**src/rtl/game_pkg.sv**
```systemverilog
// Shared game constants, state encoding and LFSR step used by the controller,
// pipe_gen and the renderer.
package game_pkg;

  typedef enum logic [1:0] {
    S_IDLE    = 2'd0,
    S_PLAYING = 2'd1,
    S_DYING   = 2'd2,
    S_OVER    = 2'd3
  } state_t;

  localparam int SCREEN_H = 480;
  localparam int GROUND_H = 40;
  localparam int BIRD_X   = 160;
  localparam int BIRD_W   = 34;
  localparam int BIRD_H   = 24;
  localparam int PIPE_W   = 52;
  localparam int GAP_H    = 120;

  localparam logic [15:0] LFSR_INIT = 16'hACE1;
  localparam logic [15:0] SEED_INIT = 16'h1234;
  localparam logic [11:0] BCD_MAX   = 12'h999;

  // Fibonacci form, taps 16,14,13,11 counted from the shift-out end (bit 0).
  function automatic logic [15:0] lfsr_next(input logic [15:0] v);
    return {v[0] ^ v[2] ^ v[3] ^ v[5], v[15:1]};
  endfunction

endpackage

```
**src/rtl/bcd_counter3.sv**
```systemverilog
// Three-digit BCD up-counter with synchronous clear, saturating at 999.
module bcd_counter3
  import game_pkg::*;
(
  input  logic        clk,
  input  logic        rst_n,
  input  logic        clr,
  input  logic        inc,
  output logic [11:0] count
);

  function automatic logic [11:0] bcd_inc(input logic [11:0] v);
    logic [11:0] r;
    logic        carry;
    r     = v;
    carry = 1'b1;
    for (int i = 0; i < 3; i++) begin
      if (carry) begin
        if (r[4*i +: 4] == 4'd9) begin
          r[4*i +: 4] = 4'd0;
        end else begin
          r[4*i +: 4] = r[4*i +: 4] + 4'd1;
          carry       = 1'b0;
        end
      end
    end
    return r;
  endfunction

  always_ff @(posedge clk or negedge rst_n) begin
    if (!rst_n) begin
      count <= '0;
    end else if (clr) begin
      count <= '0;
    end else if (inc && count != BCD_MAX) begin
      count <= bcd_inc(count);
    end
  end

endmodule

```
**src/rtl/game_ctrl.sv**
```systemverilog
// Flappy-Bird game controller: game FSM, per-frame collision check, BCD score,
// high score and the seed LFSR feeding pipe_gen.
module game_ctrl
  import game_pkg::*;
#(
  parameter int SCREEN_H     = game_pkg::SCREEN_H,
  parameter int GROUND_H     = game_pkg::GROUND_H,
  parameter int BIRD_X       = game_pkg::BIRD_X,
  parameter int BIRD_W       = game_pkg::BIRD_W,
  parameter int BIRD_H       = game_pkg::BIRD_H,
  parameter int PIPE_W       = game_pkg::PIPE_W,
  parameter int GAP_H        = game_pkg::GAP_H,
  parameter int DEATH_FRAMES = 30
) (
  input  logic        clk,
  input  logic        rst_n,
  input  logic        frame_en,
  input  logic        btn_flap,
  input  logic [11:0] bird_y,
  input  logic [11:0] pipe1_x,
  input  logic [11:0] pipe1_gap_y,
  input  logic [11:0] pipe2_x,
  input  logic [11:0] pipe2_gap_y,
  input  logic        score_pulse,
  output logic        game_active,
  output logic [15:0] random_seed,
  output logic        bird_reset,
  output logic        collision,
  output logic [1:0]  state,
  output logic [11:0] score_bcd,
  output logic [11:0] high_bcd
);

  localparam int          CW       = $clog2(DEATH_FRAMES + 1);
  localparam logic [12:0] GROUND_Y = 13'(SCREEN_H - GROUND_H);

  state_t        st;
  logic [15:0]   lfsr;
  logic [CW-1:0] death_cnt;
  logic          hit;
  logic          score_clr;
  logic          score_inc;

  // All geometry is widened to 13 bits so edge sums never wrap.
  function automatic logic pipe_hit(input logic [11:0] by, input logic [11:0] px,
                                    input logic [11:0] gy);
    logic [12:0] b, x, g;
    logic        x_ov, y_ov;
    b    = {1'b0, by};
    x    = {1'b0, px};
    g    = {1'b0, gy};
    x_ov = (x < 13'(BIRD_X + BIRD_W)) && (x + 13'(PIPE_W) > 13'(BIRD_X));
    y_ov = (b < g) || (b + 13'(BIRD_H) > g + 13'(GAP_H));
    return x_ov && y_ov;
  endfunction

  assign hit = ({1'b0, bird_y} + 13'(BIRD_H) > GROUND_Y)
             || pipe_hit(bird_y, pipe1_x, pipe1_gap_y)
             || pipe_hit(bird_y, pipe2_x, pipe2_gap_y);

  assign score_clr = (st == S_IDLE) && btn_flap;
  assign score_inc = (st == S_PLAYING) && score_pulse;
  assign state     = st;

  bcd_counter3 u_score (
    .clk   (clk),
    .rst_n (rst_n),
    .clr   (score_clr),
    .inc   (score_inc),
    .count (score_bcd)
  );

  always_ff @(posedge clk or negedge rst_n) begin
    if (!rst_n) begin
      st          <= S_IDLE;
      game_active <= 1'b0;
      bird_reset  <= 1'b0;
      collision   <= 1'b0;
      high_bcd    <= '0;
      random_seed <= SEED_INIT;
      lfsr        <= LFSR_INIT;
      death_cnt   <= '0;
    end else begin
      lfsr       <= lfsr_next(lfsr);
      bird_reset <= 1'b0;
      collision  <= 1'b0;
      case (st)
        S_IDLE: begin
          if (btn_flap) begin
            st          <= S_PLAYING;
            game_active <= 1'b1;
            bird_reset  <= 1'b1;
            random_seed <= lfsr;
          end
        end
        S_PLAYING: begin
          if (frame_en && hit) begin
            st          <= S_DYING;
            game_active <= 1'b0;
            collision   <= 1'b1;
            death_cnt   <= CW'(DEATH_FRAMES - 1);
          end
        end
        S_DYING: begin
          if (frame_en) begin
            if (death_cnt == '0) begin
              st <= S_OVER;
              // Score is frozen outside PLAYING, so it is final here.
              if (score_bcd > high_bcd) high_bcd <= score_bcd;
            end else begin
              death_cnt <= death_cnt - 1'b1;
            end
          end
        end
        S_OVER: begin
          if (btn_flap) st <= S_IDLE;
        end
        default: st <= S_IDLE;
      endcase
    end
  end

endmodule
```
**config.mk**
```make
export PLATFORM = sky130hd
export DESIGN_NAME = game_ctrl
export DESIGN_NICKNAME = d
export VERILOG_FILES = /design/src/rtl/game_pkg.sv /design/src/rtl/bcd_counter3.sv /design/src/rtl/game_ctrl.sv
export SDC_FILE = /design/constraint.sdc
export NUM_CORES = 1
export LEC_CHECK = 0
export ABC_AREA = 0
export CELL_PAD_IN_SITES_DETAIL_PLACEMENT = 1
export CELL_PAD_IN_SITES_GLOBAL_PLACEMENT = 1
export CORE_ASPECT_RATIO = 1.2
export CORE_UTILIZATION = 34
export CTS_CLUSTER_SIZE = 8
export DETAILED_ROUTE_END_ITERATION = 12
export PLACE_DENSITY_LB_ADDON = 0.2
export SLEW_MARGIN = 20
export SYNTH_ARGS = -nofsm -noshare
export SYNTH_HDL_FRONTEND = slang
export SYNTH_SLANG_ARGS = --single-unit
```
**constraint.sdc**
```tcl
create_clock -name clk -period 7.2 [get_ports clk]
set_clock_uncertainty 0.2 [all_clocks]
set_input_delay 0.72 -clock clk [delete_from_list [all_inputs] [get_ports clk]]
set_output_delay 0.72 -clock clk [all_outputs]
set_load 0.02 [all_outputs]
```
==> run metrics <==
Period minus WS final around 4.7 ns; Layout area overhead 32.8%; largest net degree at the start of global routing 67; kind of critical path primary input to register; Die X-Extent ~110 µm; CP Capture Point state[1]$_DFFE_PN0P_; DRT Pass-1 Iters 8; initial antenna violation count 0; Worst VDD drop 0.190 mV; H-tree Lvls 3; Tcrit/Tclk final approximately 65%; multi-input combinational cell area a little under 3000 µm²; Post-synth EDFFs 0; Final Max Tran Viols 0; Reg2Reg Setup Slack 3.49 ns; MaxCap Viol Count 0; CTS root buf clkbuf_16; DRC violations left 8; Finished Core Util around 47%; buffer levels on the longest clock path 2; DR WL/cell roughly 17 µm; fin area 6530 µm²; Slew @ Worst Pin about 0.86 ns; Synth cell types around 70; synth cell count leaders nand2_1 (79), ha_1 (75), inv_1 (61); register area between 1500 and 2000 µm²; Starting Density a little over a third; Post-Route WL 14.4 mm; final setup vio count 0; Post-CTS Hold Fix Bufs 0; clock-pin slew on the worst setup and hold paths 0.06 ns; top cell type's share of synthesized area between 20 and 30%; Num CTS Buffers 9; worst r2r path cells 10; CTS resizes 0; Hold WC Path Type register to register; outcome finished with violations; Synth area leaders dfrtp_1 (27%), ha_1 (19%), dfstp_2 (6.9%); Total GRT Usage between 20% and 30%; boundary pin count 110; Net count, final 797; leakage power 3.01 nW; fraction of registers with async set/reset between 90% and 100%; I/O Buffers around 110; setup TNS 0 ns; Max FO, Critical Path 8; via/cell ratio ~5.3; # fillers ~1600; Sinks on Clock Net 66; Non-Filler Instances around 830; slew margin rel. a little over two fifths; gr ovfl total 0; GR Util met2 roughly 38%; failing checks DRC; CTS tree yes; Syn. warnings 0; cell with the most instances after synthesis nand2_1; met1 usage 22.7%; GRT busiest layer met2; Worst R2R Start state[0]$_DFFE_PN0P_; top_reg_cell synth dfrtp_1; Hold Path Origin lfsr[11]$_DFF_PN1_; Avg Cell Area, Syn between 9 and 10 µm²; Setup Fix Bufs, Post-CTS 0; Die Span Y approximately 130 µm; die area ~15000 µm²; crit path launch bird_y[3]; total vias in the final route about 4400; synthesized area 4920 µm²; Peak Freq about 210 MHz; clock latency on the worst-skew pair 0.33 ns; FF-to-FF End u_score.count[11]$_DFFE_PN0P_; Ant. Diodes 0; Startpoint Class primary input; post-route ant nets 0; first-pass GRT wire length 23.8 mm; RSZ-0062 raised after global routing false; RD Place Congestion a little under 0.9; final hold vios 0; Arr. time, crit path 4.66 ns; FP Rows 47; register area share after synthesis roughly 34%; Cell Area, Placed 6200 µm²; syn nets a little under 700; Inst Count DP a little over 800; vias in the first global route slightly below 5000; post-DP HPWL about 11 mm; share of post-route cells with drive strength above 1 approximately 8%; core area 13900 µm²; Synth Register Bits 66; Power Dens Cells roughly 240 nW/µm²; grt met3 use between 3 and 4%; Iteration-0 DRC Markers ~140; gate count of the mapped netlist ~550; Critical Path Sink Type register; Worst Path Required between 7 and 8 ns; leading area contributor after synthesis dfrtp_1
[through the flow]
step / hold WS (ns) / setup slack, ns / power [W]
3_5_place_dp: 0.158 / 2.24 / 0.00107
6_report: 0.165 / 2.54 / 0.00154
2_1_floorplan: 0.154 / 3.38 / 0.000830
3_3_place_gp: 0.159 / 2.46 / 0.00104
5_1_grt: 0.174 / 2.29 / 0.00164
4_1_cts: 0.167 / 2.56 / 0.00156
[cells by family (layout without fill, tap and decap cells)]
kind of cell    count (synthesis)  after routing  synth area share [%]
buf+inv                        72            189                  5.57
flops                          66             66                  33.9
xor+xnor                       26             26                  4.63
simple gates                  179            179                  17.6
mux                            11             11                  2.49
compound gates                116            116                  16.6
fa+ha+maj                      75             75                  19.1
[layout by cell type (no fill, tap or decap), drive strengths merged, types with 10 or more instances in the layout]
cell type and count:
a21oi 20, clkbuf 10, nand4 13, dfrtp 53
nor3 13, inv 62, a21o 13, nand3 11
nor2 30, dfstp 13, o21ai 25, ha 75
clkdlybuf4s50 108, mux2 10, xnor2 19, nand2 79
[sequential cells by signal, indices dropped and copies added, names as in the netlist]
name,count
lfsr,16
random_seed,16
high_bcd,12
u_score.count,12
death_cnt,5
state,2
bird_reset,1
collision,1
game_active,1
[layout make-up]
| class | count | share of cell area (%) |
|---|---|---|
| multi-input combinational | 407 | 45.7 |
| clock buffer | 10 | 3.66 |
| clock inverter | 6 | 1.38 |
| sequential | 66 | 25.6 |
| timing repair buffer | 111 | 16.9 |
| inverter | 62 | 3.57 |
| tap | 171 | 3.28 |
[routing by layer]
layer / part of all wire (%) / vias up
li1: - / 2162
met5: 0 / -
met1: 41 / 2168
met2: 53 / 89
met4: 2.0 / 0
met3: 3.7 / 18
[report_power, final]
part	internal (W)	leakage, nW	total (W)	switching [W]
combinational	0.000256	2.02	0.000580	0.000324
clock	0.000313	0.159	0.000476	0.000163
sequential	0.000416	0.835	0.000484	0.0000679
total	0.000985	3.01	0.00154	0.000554
[critical path: stages]
cell and delay (ns):
clkdlybuf4s50_1 0.64, inv_1 0.14, ha_1 0.28, and3b_1 0.31
nand3_1 0.11, xor2_1 0.21, inv_1 0.10, ha_1 0.27
nand4_1 0.15, o21bai_1 0.21, o22ai_1 0.14, o22ai_1 0.11
a22oi_2 0.17, nor4b_4 0.25, o21ai_2 0.12, a221oi_2 0.36
mux2_1 0.37
[worst min-delay path by stage]
stage                    endpoint  depth (start not counted)
3_5_place_dp   lfsr[10]$_DFF_PN1_                          0
4_1_cts        lfsr[10]$_DFF_PN1_                          0
6_report       lfsr[10]$_DFF_PN1_                          0
2_1_floorplan   lfsr[3]$_DFF_PN0_                          0
5_1_grt         lfsr[6]$_DFF_PN1_                          0
3_3_place_gp    lfsr[6]$_DFF_PN1_                          0
(Power assumes the default switching activity.)
